File: src/rtl/mem_ctrl.sv
// Memory-side responder: serialises 1/2/4-byte LSU loads/stores and 4-byte instruction
// fetches onto a byte-wide RAM bus, with LSU priority, misbranch flush and I/O write stall.
module mem_ctrl #(
  parameter logic [1:0] IO_ADDR_HI = 2'b11
) (
  input  logic        clk,
  input  logic        rst,
  input  logic        rdy,
  input  logic        enable_signal_from_lsu,
  input  logic [31:0] address_from_lsu,
  input  logic [31:0] data_from_lsu,
  input  logic        read_or_write_flag_from_lsu,
  input  logic [2:0]  size_from_lsu,
  output logic        finish_flag_to_lsu,
  output logic [31:0] data_to_lsu,
  input  logic        enable_signal_from_ifetch,
  input  logic [31:0] address_from_ifetch,
  output logic        finish_flag_to_ifetch,
  output logic [31:0] inst_to_ifetch,
  input  logic        misbranch_flag,
  input  logic        io_buffer_full,
  input  logic [7:0]  mem_din,
  output logic [7:0]  mem_dout,
  output logic [31:0] mem_a,
  output logic        mem_wr
);

  typedef enum logic [1:0] {
    IDLE   = 2'd0,
    LSU_RD = 2'd1,
    LSU_WR = 2'd2,
    IF_RD  = 2'd3
  } state_e;

  state_e      state_q, state_d;
  logic [2:0]  cnt_q, cnt_d;

  logic        pend_valid_q, pend_valid_d;
  logic [31:0] pend_addr_q, pend_addr_d;
  logic [31:0] pend_data_q, pend_data_d;
  logic        pend_rw_q, pend_rw_d;
  logic [2:0]  pend_size_q, pend_size_d;

  logic [31:0] cur_addr_q, cur_addr_d;
  logic [2:0]  cur_size_q, cur_size_d;
  logic [31:0] rbuf_q, rbuf_d;

  logic        finish_lsu_q, finish_lsu_d;
  logic        finish_if_q, finish_if_d;
  logic [31:0] lsu_data_q, lsu_data_d;
  logic [31:0] inst_q, inst_d;

  logic        io_stall;
  logic [31:0] byte_addr;
  logic [4:0]  rd_off;
  logic [4:0]  wr_off;
  logic [1:0]  rd_idx;

  assign byte_addr = cur_addr_q + {29'd0, cnt_q};
  assign io_stall  = (state_q == LSU_WR) && (cur_addr_q[17:16] == IO_ADDR_HI) && io_buffer_full;
  assign rd_idx    = cnt_q[1:0] - 2'd1;
  assign rd_off    = {rd_idx, 3'b000};
  assign wr_off    = {cnt_q[1:0], 3'b000};

  assign finish_flag_to_lsu    = finish_lsu_q;
  assign data_to_lsu           = lsu_data_q;
  assign finish_flag_to_ifetch = finish_if_q;
  assign inst_to_ifetch        = inst_q;

  always_comb begin
    state_d      = state_q;
    cnt_d        = cnt_q;
    pend_valid_d = pend_valid_q;
    pend_addr_d  = pend_addr_q;
    pend_data_d  = pend_data_q;
    pend_rw_d    = pend_rw_q;
    pend_size_d  = pend_size_q;
    cur_addr_d   = cur_addr_q;
    cur_size_d   = cur_size_q;
    rbuf_d       = rbuf_q;
    finish_lsu_d = 1'b0;
    finish_if_d  = 1'b0;
    lsu_data_d   = lsu_data_q;
    inst_d       = inst_q;

    if (enable_signal_from_lsu) begin
      pend_valid_d = 1'b1;
      pend_addr_d  = address_from_lsu;
      pend_data_d  = data_from_lsu;
      pend_rw_d    = read_or_write_flag_from_lsu;
      pend_size_d  = size_from_lsu;
    end
    // A flush drops a waiting (or just-arriving) load; stores always survive.
    if (misbranch_flag && !pend_rw_d) begin
      pend_valid_d = 1'b0;
    end

    unique case (state_q)
      IDLE: begin
        cnt_d = 3'd0;
        if (pend_valid_d) begin
          pend_valid_d = 1'b0;
          cur_addr_d   = pend_addr_d;
          cur_size_d   = pend_size_d;
          rbuf_d       = '0;
          state_d      = pend_rw_d ? LSU_WR : LSU_RD;
        end else if (enable_signal_from_ifetch && !misbranch_flag) begin
          cur_addr_d = address_from_ifetch;
          cur_size_d = 3'd4;
          rbuf_d     = '0;
          state_d    = IF_RD;
        end
      end
      LSU_RD, IF_RD: begin
        if (misbranch_flag) begin
          state_d = IDLE;
          cnt_d   = 3'd0;
        end else begin
          if (cnt_q != 3'd0) begin
            rbuf_d[rd_off +: 8] = mem_din;
          end
          if (cnt_q == cur_size_q) begin
            state_d = IDLE;
            cnt_d   = 3'd0;
            if (state_q == LSU_RD) begin
              finish_lsu_d = 1'b1;
              lsu_data_d   = rbuf_d;
            end else begin
              finish_if_d = 1'b1;
              inst_d      = rbuf_d;
            end
          end else begin
            cnt_d = cnt_q + 3'd1;
          end
        end
      end
      LSU_WR: begin
        if (!io_stall) begin
          if (cnt_q == cur_size_q - 3'd1) begin
            state_d      = IDLE;
            cnt_d        = 3'd0;
            finish_lsu_d = 1'b1;
          end else begin
            cnt_d = cnt_q + 3'd1;
          end
        end
      end
      default: state_d = IDLE;
    endcase
  end

  // While frozen, a read re-presents the previous byte address so that the byte
  // sampled on the first edge after rdy returns is still the one cnt expects.
  always_comb begin
    mem_a    = '0;
    mem_dout = '0;
    mem_wr   = 1'b0;
    unique case (state_q)
      LSU_RD, IF_RD: begin
        if (!rdy) begin
          if (cnt_q != 3'd0) mem_a = byte_addr - 32'd1;
        end else if (cnt_q != cur_size_q) begin
          mem_a = byte_addr;
        end
      end
      LSU_WR: begin
        mem_a    = byte_addr;
        mem_dout = pend_data_q[wr_off +: 8];
        mem_wr   = rdy && !io_stall;
      end
      default: ;
    endcase
  end

  always_ff @(posedge clk) begin
    if (rst) begin
      state_q      <= IDLE;
      cnt_q        <= '0;
      pend_valid_q <= 1'b0;
      pend_addr_q  <= '0;
      pend_data_q  <= '0;
      pend_rw_q    <= 1'b0;
      pend_size_q  <= '0;
      cur_addr_q   <= '0;
      cur_size_q   <= '0;
      rbuf_q       <= '0;
      finish_lsu_q <= 1'b0;
      finish_if_q  <= 1'b0;
      lsu_data_q   <= '0;
      inst_q       <= '0;
    end else if (rdy) begin
      state_q      <= state_d;
      cnt_q        <= cnt_d;
      pend_valid_q <= pend_valid_d;
      pend_addr_q  <= pend_addr_d;
      pend_data_q  <= pend_data_d;
      pend_rw_q    <= pend_rw_d;
      pend_size_q  <= pend_size_d;
      cur_addr_q   <= cur_addr_d;
      cur_size_q   <= cur_size_d;
      rbuf_q       <= rbuf_d;
      finish_lsu_q <= finish_lsu_d;
      finish_if_q  <= finish_if_d;
      lsu_data_q   <= lsu_data_d;
      inst_q       <= inst_d;
    end
  end

endmodule

File: config.mk
export PLATFORM = sky130hd
export DESIGN_NAME = mem_ctrl
export DESIGN_NICKNAME = d
export VERILOG_FILES = /design/src/rtl/mem_ctrl.sv
export SDC_FILE = /design/constraint.sdc
export NUM_CORES = 1
export LEC_CHECK = 0
export ABC_AREA = 1
export BUFFER_PORTS_ARGS = -buffer_cell sky130_fd_sc_hd__buf_2
export CAP_MARGIN = 20
export CORE_AREA = 8 8 150 152
export DETAILED_ROUTE_END_ITERATION = 16
export DIE_AREA = 0 0 158 160
export HOLD_SLACK_MARGIN = 0.08
export PLACE_DENSITY_LB_ADDON = 0.3
export SLEW_MARGIN = 10
export SYNTH_ARGS = -nofsm -noshare
export SYNTH_HDL_FRONTEND = slang
export SYNTH_SLANG_ARGS = --single-unit
export TNS_END_PERCENT = 20
File: constraint.sdc
create_clock -name clk -period 5.2 [get_ports clk]
set_input_delay 0.52 -clock clk [delete_from_list [all_inputs] [get_ports clk]]
set_output_delay 0.52 -clock clk [all_outputs]
set_load 0.03 [all_outputs]
Yosys cells after proc, flatten, opt, wreduce, memory -nomap -nowiden. Index checks and enable logic that the tools add are counted.

$add $sub $neg: 6. Equal/unequal tests: 12. Shift-type cells: 3. Mux-type cells: 45. Bitwise operators: 2. Reductions and logical operators: 20.

Operators by type and width (count): 2-to-1 mux 32 bit (10); case mux 32 bit (2 select lines) (2); adder 32 x 3 -> 32 bit (1); bitwise mux 32 bit (1); variable shift 8 x 7 -> 32 bit, first input constant (1); indexed part select 32 x 6 -> 8 bit (1); indexed part select 8 x 7 -> 32 bit (1); subtractor 32 x 1 -> 32 bit, second input constant (1); 2-to-1 mux 3 bit (7); AND reduction 5 bit (3); 2-to-1 mux 1 bit (14); 2-to-1 mux 2 bit (7); case mux 3 bit (3 select lines) (1); 2-to-1 mux 8 bit (1); negator 5 -> 7 bit (1); equality test 2 bit, second input constant (3); equality test 3 bit (2); inequality test 3 bit, second input constant (2); case mux 2 bit (3 select lines) (1); logical AND 1 bit (5); inequality test 2 bit, second input constant (2); AND reduction 2 bit (2); AND reduction 4 bit (1); nonzero test 2 bit (2); other kinds (13) (16).

Register bits after elaboration: 207. Bits of input ports: 115. Output and inout port bits: 107. Logic and storage cells: 102.

Longest topological paths before layout. Gate-level depths: netlist of run 1.

Depth in word-level cells: 7. Depth in mapped cells: 20.

Worst setup path before layout of run 1. No wires, ideal clock.

Kind: register to output. Start: register cnt_q[0]. End: output port mem_a[20]. Arrival time: 2.761 ns. Data required time: 4.680 ns. Setup slack: 1.919 ns. Stages on the path, launching flop included: 14. Path buffers: 0. Path through: dfxtp_1 > ha_1 > fa_1 > inv_1 > ha_1 > nand2_1 > nand3b_1 > nor2_4 > nand2_2 > nor2_4 > nand2_1 > o21ai_0 > nand3_1 > o22ai_1.

Cells in the longest elaborated chain, start to end: 5. Elaborated cells on any way between the ends: 8.

Ends and longest elaborated chain: from (decl) (line 36) `logic [2:0] cnt_q, cnt_d;`; from (signal assigned) (line 193) `cnt_q <= cnt_d;`; adder 32 x 3 -> 32 bit (line 59) `assign byte_addr = cur_addr_q + {29'd0, cnt_q};`; subtractor 32 x 1 -> 32 bit (line 161) `if (cnt_q != 3'd0) mem_a = byte_addr - 32'd1;`; 2-to-1 mux 32 bit (line 161); 2-to-1 mux 32 bit (line 160) `if (!rdy) begin`; case mux 32 bit (2 select lines) (*) (line 158) `unique case (state_q)`; to (decl) (line 24) `output logic [31:0] mem_a,`.

Mark *: on every way between the ends. The rest lies on a longest branch, timed or not.

Final worst setup path of run 1.
Start: register cnt_q[1]. End: output port mem_a[28].

Same word-level chain as after synthesis.

==> results.json, run 1 <==
{
  "cts_hold_buffers": 0,
  "fill_cells": 1795,
  "critical_path.top_delay_family": "simple AND/OR/NAND/NOR gates",
  "grt.busiest_layer": "met2",
  "power.density_nw_per_um2": 318,
  "cts.htree.levels": 1,
  "synth.avg_cell_area_um2": 6.28,
  "post_cts_resized": 0,
  "gr-usage-met3_pct": 3.83,
  "drtIter0Drc": 1301,
  "wl_um": 36700,
  "ff2ff_setup_slack_ps": 1360,
  "place_area_um2": 13100,
  "cp.arrival_ps": 3770,
  "crit_top_cell": "nand2_1",
  "io_buffers": 221,
  "crit_slowest_cell": "dfxtp_1",
  "dieArea_um2": 25300,
  "synth_compound_area_share_pct": 21.1,
  "synthCells": 1908,
  "r2r_end": "inst_to_ifetch[16]",
  "critPathMaxStageDelay_ps": 840,
  "via_per_inst": 5.58,
  "rsz0062_at_grt": "false",
  "end_kind": "output pin",
  "synth.area.top_cells": "dfxtp_1 35%, nand2_1 16%, o21ai_0 11%",
  "grt_overflow": 0,
  "rows": 52,
  "grt_pass1_wl_um": 59100,
  "r2r_start": "cnt_q[1]",
  "clock_skew_ps": 9.57,
  "max_freq_mhz": 233,
  "status": "finished clean",
  "max_cap_viol_count": 0,
  "place_inst": 2303,
  "start_kind": "flip-flop",
  "cts_tree": "done",
  "area_growth_pct": 15.7,
  "min_to": "pend_data_q[3]",
  "vdd_drop_max_mv": 0.218,
  "rr_worst_depth": 11,
  "antenna_found_initial": 1,
  "synth_cell_types": 44,
  "grt_use_met2_pct": 43.1,
  "cts_made_buffers": 23,
  "synth_top_cell_area_share_pct": 34.6,
  "worst_slew_pin_slew_ps": 979,
  "crit_path_max_fanout": 17,
  "finalMaxSlewViolations": 0,
  "clockRootBuffer": "clkbuf_16",
  "dieHeight_um": 160,
  "yosys.area_share.simple_pct": 33.5,
  "ant_nets": 0,
  "grt_start_max_net_pins": 108,
  "dr.pass1.iters": 7,
  "final_area_um2": 13900,
  "grtUsageMet1_pct": 39.5,
  "io_pins": 222,
  "synth_most_common_cell": "nand2_1",
  "insertion_delay_ps": 520,
  "synth_top_family_by_area": "simple AND/OR/NAND/NOR gates",
  "wl_per_cell_um": 15.6,
  "syn-cell-area_um2": 12000,
  "synth_edf_count": 0,
  "synthAdderAreaFrac_pct": 1.32,
  "hp-start": "data_from_lsu[3]",
  "clk_pin_slew_ps": 60,
  "layout-drive-gt1-share_pct": 16.9,
  "drcViolationCount": 0,
  "antenna_cells": 0,
  "ys.flop_type": "dfxtp_1",
  "finalHoldViolations": 0,
  "async_flop_share_pct": 0,
  "clock-sinks": 207,
  "synth_top_cell_by_area": "dfxtp_1",
  "synth_seq_cells": 207,
  "power.leakage_nw": 6.18,
  "gp_congestion": 0.906,
  "fin_cells": 2347,
  "yosysSeqAreaShare_pct": 34.6,
  "path_buf_inv": 2,
  "ys_warn_count": 0,
  "synth-xor-area-share_pct": 0.783,
  "path_class": "flip-flop to output pin",
  "clockBufferDepth": 3,
  "setup_violations": 0,
  "hpwlAfterDp_um": 26100,
  "die-width_um": 158,
  "synth_fp_nets": 2035,
  "synth_common_cells": "500 x nand2_1, 268 x o21ai_0, 238 x nor2_1",
  "fin_crit_ps": 4290,
  "grt_pass1_vias": 12000,
  "finalCritPeriodShare_pct": 82.5,
  "crit_chain": "fa_1, inv_1, ha_1, nand2_1, nand3b_1, nor2_4, nand2_2, nor2_4, nand2_1, nor2_2, nand2_1, nand2_1, nand3_1, nand2_1, nand2_1, nand2_1, buf_2",
  "cp_data_required_time_ps": 4680,
  "grtUsageTotal_pct": 27.9,
  "start_util_pct": 59.8,
  "relSlewSlack_pct": 34.7,
  "nets": 2187,
  "vias": 13100,
  "post_cts_buffers": 0,
  "synth.area.mux_share_pct": 0,
  "core_um2": 20000,
  "min_path_cells": 3,
  "hp-class": "input port to flip-flop",
  "crit_cells": 17,
  "setup_tns_ps": 0
}
-- per-stage QoR --
stage	utilization [%]	power (mW)	hold slack, ps	setup slack (ps)
2_1_floorplan	-	2.56	440	1920
3_5_place_dp	65.4	2.86	433	952
6_report	69.2	4.40	255	908
4_1_cts	68.9	4.39	243	933
5_1_grt	69.2	4.61	259	627
3_3_place_gp	65.4	2.84	429	1100
-- placed cells by master, fill, tap and decap left out, types with 2 or more instances in the layout --
| master | netlist | layout |
|---|---|---|
| nor2_8 | 2 | 2 |
| nor3_1 | 4 | 4 |
| clkinv_4 | 0 | 2 |
| nand3b_1 | 2 | 2 |
| a211oi_1 | 2 | 2 |
| nand4_1 | 31 | 31 |
| o21ai_1 | 5 | 5 |
| nand3_2 | 6 | 6 |
| nand2_2 | 23 | 24 |
| o22ai_1 | 9 | 9 |
| a31oi_1 | 34 | 34 |
| a21oi_1 | 133 | 133 |
| xor2_1 | 5 | 5 |
| clkinv_1 | 7 | 7 |
| o32ai_1 | 3 | 3 |
| buf_2 | 11 | 221 |
| o21ai_0 | 268 | 268 |
| nor2_2 | 12 | 12 |
| nor2_1 | 238 | 238 |
| clkbuf_16 | 0 | 23 |
| nand3_1 | 94 | 94 |
| buf_4 | 3 | 14 |
| o41ai_1 | 14 | 14 |
| o211ai_1 | 2 | 2 |
| clkbuf_8 | 0 | 3 |
| dfxtp_1 | 207 | 206 |
| clkbuf_1 | 87 | 8 |
| nand2_4 | 4 | 4 |
| nor2_4 | 12 | 12 |
| o31ai_1 | 2 | 2 |
| nand2_1 | 500 | 499 |
| ha_1 | 11 | 11 |
| inv_2 | 10 | 10 |
| inv_1 | 145 | 144 |
| xnor2_1 | 2 | 2 |
| clkinv_2 | 0 | 5 |
-- logic make-up (layout without fill, tap and decap cells) --
family | Yosys count | after routing
buffers and inverters | 272 | 441
flip-flops | 207 | 207
AND/OR/NAND/NOR | 932 | 932
adder cells (fa/ha/maj) | 12 | 12
AO/OA/AOI/OAI | 476 | 476
XOR/XNOR | 9 | 9
-- worst register-to-register path: stages, from the launching register on --
cell	delay, ps
dfxtp_1	840
clkinv_1	580
ha_1	370
nand2_1	70
buf_4	320
clkinv_1	230
buf_4	280
nor2_1	410
nand4_1	180
nand2_1	180
o21ai_0	150
a21oi_1	180
-- per-layer routing --
metal  up-vias  share of wire [%]
met5         -              0.035
met4         2                1.9
met3        62                9.2
met2       586                 44
met1      5863                 45
li1       6575                  -
-- flip-flops by register name, indices dropped and copies added (netlist names) --
name                   count
cnt_q                      3
cur_addr_q                32
cur_size_q                 3
data_to_lsu               32
finish_flag_to_ifetch      1
finish_flag_to_lsu         1
inst_to_ifetch            32
pend_addr_q               32
pend_data_q               32
pend_rw_q                  1
pend_size_q                3
pend_valid_q               1
rbuf_q                    32
state_q                    2
-- final cells by class --
class	instances	area (um2)	area share [%]
flip-flops and latches	207	4150	29.9
well taps	270	338	2.44
repair buffers	237	1260	9.08
clock inverters	8	66.3	0.478
inverters	162	609	4.40
multi-input cells	1429	6800	49.0
clock buffers	34	647	4.67
-- power by group --
part           internal [mW]  switching, mW
sequential              1.67         0.0868
clock                  0.874          0.665
combinational          0.321          0.783
total                   2.87           1.54
-- worst max path at each step --
stage / slack (ps) / end / from
3_5_place_dp: 950 / rbuf_q[6] / enable_signal_from_lsu
2_1_floorplan: 1920 / mem_a[20] / cnt_q[0]
4_1_cts: 930 / mem_a[28] / cnt_q[1]
5_1_grt: 630 / mem_a[28] / cnt_q[1]
3_3_place_gp: 1100 / rbuf_q[13] / enable_signal_from_lsu
6_report: 910 / mem_a[28] / cnt_q[1]
(Power assumes the default switching activity.)
==> inputs of run 2 (changes only) <==
CORE_AREA = 8 8 154 156   (was 8 8 150 152)
DIE_AREA = 0 0 162 164   (was 0 0 158 160)
clock period = 4.25 ns   (was 5.2 ns; I/O delays follow)
==> run 2 against run 1 <==
  * Wire length up 1.7%
  * Via count did not move
  * Sequential power increased by 22%
  * First-iteration DRC count decreased by 12%
  * Combinational power grew 25%
  * Clock-buffer cell count is the same
  * Register-to-register slack got worse by 420 ps
  * Critical path type unchanged
==> results.json, run 2 (same netlist as run 1, synthesis figures left out) <==
{
  "fin_crit_ps": 4010,
  "gp_congestion": 0.897,
  "ant_nets": 0,
  "cp.arrival_ps": 3580,
  "path_class": "flip-flop to output pin",
  "dieArea_um2": 26600,
  "vdd_drop_max_mv": 0.344,
  "insertion_delay_ps": 510,
  "setup_tns_ps": 0,
  "drcViolationCount": 0,
  "status": "finished clean",
  "power.leakage_nw": 6.20,
  "hold_ws_ps": 166,
  "grt_start_max_net_pins": 92,
  "nets": 2194,
  "p_int_mw": 3.55,
  "clk_pin_slew_ps": 60,
  "setup_violations": 0,
  "setup_slack_ps": 244,
  "seqPwrFrac_pct": 39.8,
  "via_per_inst": 5.54,
  "clockBufferDepth": 3,
  "start_util_pct": 56.1,
  "cts_tree": "done",
  "p_sw_share_pct": 34.1,
  "power_switching_mw": 1.84,
  "final_area_um2": 13900,
  "max_cap_viol_count": 0,
  "layout_common_cells": "499 x nand2_1, 268 x o21ai_0, 238 x nor2_1",
  "hpwlAfterDp_um": 26900,
  "grt_pass1_wl_um": 59900,
  "fin_cells": 2361,
  "pre_cts_slack_ps": 770,
  "antenna_cells": 0,
  "cp_data_required_time_ps": 3830,
  "mostFrequentLayoutCell": "nand2_1",
  "total_power_mw": 5.39,
  "antenna_found_initial": 0,
  "io_pins": 222,
  "vias": 13100,
  "area_growth_pct": 16.0,
  "end_kind": "output pin",
  "start_kind": "flip-flop",
  "dr.pass1.iters": 5,
  "place_inst": 2323,
  "place_area_um2": 13200,
  "power_frac_clock_pct": 34.8,
  "cts_hold_buffers": 0,
  "drtIter0Drc": 1145,
  "worst_slew_pin_slew_ps": 771,
  "core_um2": 21400,
  "clock-sinks": 207,
  "grtUsageTotal_pct": 26.9,
  "finalCritPeriodShare_pct": 94.3,
  "rr_worst_depth": 11,
  "post_cts_resized": 0,
  "hp-class": "input port to flip-flop",
  "cts_made_buffers": 22,
  "layout-drive-gt1-share_pct": 17.1,
  "wl_per_cell_um": 15.8,
  "clockRootBuffer": "clkbuf_16",
  "final_util_pct": 65.1,
  "wl_um": 37300,
  "grt_pass1_vias": 11900,
  "die-width_um": 162,
  "grt_overflow": 0,
  "relSlewSlack_pct": 48.6,
  "max_freq_mhz": 250,
  "min_path_cells": 3,
  "finalHoldViolations": 0,
  "power.density_nw_per_um2": 388,
  "clock_skew_ps": 22.9,
  "cts.htree.levels": 1,
  "rsz0062_at_grt": "false",
  "comb_power_share_pct": 25.4,
  "io_buffers": 221,
  "rows": 54,
  "post_cts_buffers": 0,
  "finalMaxSlewViolations": 0,
  "dieHeight_um": 164,
  "crit_path_max_fanout": 5
}
-- run 2: power groups by stage --
stage,Sequential (mW),Clock [mW],Combinational (mW)
3_3_place_gp,2.18,0,1.33
6_report,2.14,1.87,1.37
5_1_grt,2.16,1.97,1.52
3_5_place_dp,2.18,0,1.35
4_1_cts,2.14,1.89,1.35
2_1_floorplan,2.19,0,0.940
-- run 2: layout make-up --
class | instances | area [um2]
Clock buffer | 34 | 646
Tap cell | 280 | 350
Sequential cell | 207 | 4150
Inverter | 162 | 609
Timing Repair Buffer | 245 | 1290
Multi-Input combinational cell | 1429 | 6800
Fill cell | 2018 | 7460
Clock inverter | 4 | 58.8
-- run 2: path summary, 6_finish.rpt --
kind                           start            endpoint  slack, ps
hold / removal     data_from_lsu[17]     pend_data_q[17]        170
setup / recovery       cur_addr_q[0]           mem_a[22]        240
hold reg to reg   inst_to_ifetch[28]  inst_to_ifetch[28]        440
setup reg to reg            cnt_q[1]      data_to_lsu[0]        940
-- run 2: critical path: stages, from the launching register on --
cell and delay, ps:
dfxtp_1 380, ha_1 260, fa_1 440, inv_1 110
ha_1 190, nand2_1 50, nand3b_1 250, nor2_4 180
nand2_2 90, nor2_4 140, nand2_1 120, nor3_1 260
o21ai_0 200, nand2_1 100, o21ai_0 100, buf_2 200
-- run 2: layer usage --
metal | wire (um) | share of wire, % | GRT usage [%] | vias to the layer above
met5 | 0 | 0 | 0 | -
met1 | 16700 | 45 | 37.4 | 5906
met3 | 3300 | 8.8 | 4.64 | 57
met2 | 16500 | 44 | 42.5 | 555
met4 | 726 | 1.9 | 6.44 | 0
li1 | - | - | - | 6570
==> inputs of run 3 (changes only) <==
BUFFER_PORTS_ARGS = -buffer_cell sky130_fd_sc_hd__clkbuf_2   (was -buffer_cell sky130_fd_sc_hd__buf_2)
==> run 3 against run 2 <==
  * Register-to-register slack worse by 20 ps
  * Sequential share of layout area down 0.15 points
  * Clock skew down 7.8 ps
  * Combinational power barely moved
  * Final area increased by 0.50%
  * Global-route usage is 0.091 points higher
  * Critical path type unchanged
  * Non-clock buffer count unchanged
  * Clock-buffer cell count down 2
  * Clock power is 8% higher
  * Highest routed layer unchanged
  * Via count decreased by 0.48%
  * Maximum frequency fell by 0.22%
==> results.json, run 3 (same netlist as run 1, synthesis figures left out) <==
{
  "rows": 54,
  "area_growth_pct": 16.6,
  "crit_end": "mem_a[22]",
  "core_um2": 21400,
  "nets": 2194,
  "ff2ff_setup_slack_ps": 920,
  "finalCritPeriodShare_pct": 94.5,
  "clk_pin_slew_ps": 60,
  "clock_skew_ps": 15.1,
  "max_freq_mhz": 249,
  "power.density_nw_per_um2": 396,
  "final_area_um2": 14000,
  "max_cap_viol_count": 0,
  "drtIter0Drc": 1056,
  "multi_input_area_um2": 6800,
  "gp_congestion": 0.922,
  "grt_start_max_net_pins": 112,
  "cp.arrival_ps": 3590,
  "dieArea_um2": 26600,
  "hpwlAfterDp_um": 26800,
  "status": "finished clean",
  "rr_worst_depth": 9,
  "start_kind": "flip-flop",
  "clockBufferDepth": 3,
  "hp-class": "input port to flip-flop",
  "setup_violations": 0,
  "post_cts_resized": 0,
  "path_class": "flip-flop to output pin",
  "setup_tns_ps": 0,
  "mostFrequentLayoutCell": "nand2_1",
  "hold_ws_ps": 172,
  "dr.pass1.iters": 6,
  "layout-drive-gt1-share_pct": 17.3,
  "layout_common_cells": "499 x nand2_1, 268 x o21ai_0, 238 x nor2_1",
  "grt_pass1_wl_um": 60200,
  "ant_nets": 0,
  "worst_slew_pin_slew_ps": 916,
  "total_power_mw": 5.53,
  "vdd_drop_max_mv": 0.299,
  "start_util_pct": 56.1,
  "cts_tree": "done",
  "die-width_um": 162,
  "clock-sinks": 207,
  "critPathMaxStageDelay_ps": 430,
  "cts_hold_buffers": 0,
  "antenna_cells": 0,
  "grt_overflow": 0,
  "path_buf_inv": 2,
  "r2r_start": "cnt_q[1]",
  "finalHoldViolations": 0,
  "rsz0062_at_grt": "false",
  "grt_pass1_vias": 12000,
  "fill_cells": 1987,
  "place_area_um2": 13200,
  "insertion_delay_ps": 510,
  "end_kind": "output pin",
  "area.sequential_um2": 4150,
  "crit_cells": 15,
  "fin_crit_ps": 4010,
  "cp_data_required_time_ps": 3830,
  "cts_made_buffers": 22,
  "crit_chain": "ha_1, fa_1, inv_1, ha_1, nand2_1, nand3b_1, nor2_4, nand2_2, nor2_4, nand2_1, nor3_1, o21ai_0, nand2_1, o21ai_0, clkbuf_2",
  "crit_path_max_fanout": 5,
  "grtUsageTotal_pct": 26.9,
  "post_cts_buffers": 0,
  "wl_um": 37100,
  "critical_path.top_delay_family": "simple AND/OR/NAND/NOR gates",
  "relSlewSlack_pct": 38.9,
  "clockRootBuffer": "clkbuf_16",
  "dieHeight_um": 164,
  "wl_per_cell_um": 15.7,
  "critPathLaunch": "cur_addr_q[0]",
  "finalMaxSlewViolations": 0,
  "r2r_end": "inst_to_ifetch[13]",
  "antenna_found_initial": 0,
  "crit_top_cell": "nand2_1",
  "via_per_inst": 5.51,
  "crit_slowest_cell": "fa_1",
  "drcViolationCount": 0,
  "io_pins": 222,
  "io_buffers": 221,
  "power.leakage_nw": 6.17,
  "vias": 13000,
  "cts.htree.levels": 1
}
-- run 3: cell count changes in the layout (fill, tap and decap cells not counted), sizes merged --
| cell | delta |
|---|---|
| buf | -221 |
| clkbuf | +219 |
| bufinv | +2 |
| clkinv | +2 |
| clkinvlp | -1 |
-- run 3: power by group --
part           leakage, nW  internal (mW)  switching, mW  total, mW
combinational         4.10          0.396          0.975       1.37
clock                0.380           1.24          0.778       2.02
sequential            1.69           2.05         0.0954       2.14
total                 6.17           3.69           1.85       5.53
-- run 3: layer usage --
layer / track usage (%) / share of wire [%] / vias to the layer above
met4: 6.44 / 2.0 / 0
met5: 0 / 0 / -
li1: - / - / 6575
met1: 38.4 / 45 / 5810
met3: 4.84 / 9.6 / 55
met2: 41.5 / 43 / 585
-- run 3: worst min path at each step --
stage / from / slack (ps) / endpoint / cells after the start
after floorplan: pend_valid_q / 440 / pend_valid_q / 2
after global placement: data_to_lsu[19] / 430 / data_to_lsu[19] / 2
after detailed placement: data_to_lsu[22] / 440 / data_to_lsu[22] / 2
after CTS: address_from_ifetch[28] / 160 / cur_addr_q[28] / 3
after global routing: data_from_lsu[4] / 170 / pend_data_q[4] / 3
final: data_from_lsu[11] / 170 / pend_data_q[11] / 3
-- run 3: cell type report --
| class | count | area share (%) |
|---|---|---|
| timing repair buffer | 245 | 9.21 |
| inverter | 162 | 4.36 |
| multi-input combinational | 1429 | 48.7 |
| clock inverter | 7 | 0.896 |
| tap | 280 | 2.51 |
| clock buffer | 32 | 4.64 |
| sequential | 207 | 29.7 |
-- run 3: worst min-delay path, stage by stage --
cell and delay, ps:
clkbuf_2 70, o21ai_0 70, nor2_1 80
-- run 3: metrics by stage --
stage / setup slack (ps) / util [%] / instances
after floorplan: 1060 / - / 1908
after global placement: 782 / 61.8 / 2323
after detailed placement: 785 / 61.8 / 2323
after CTS: 256 / 65.4 / 2362
after global routing: 57.2 / 65.4 / 2362
final: 235 / 65.4 / 2362
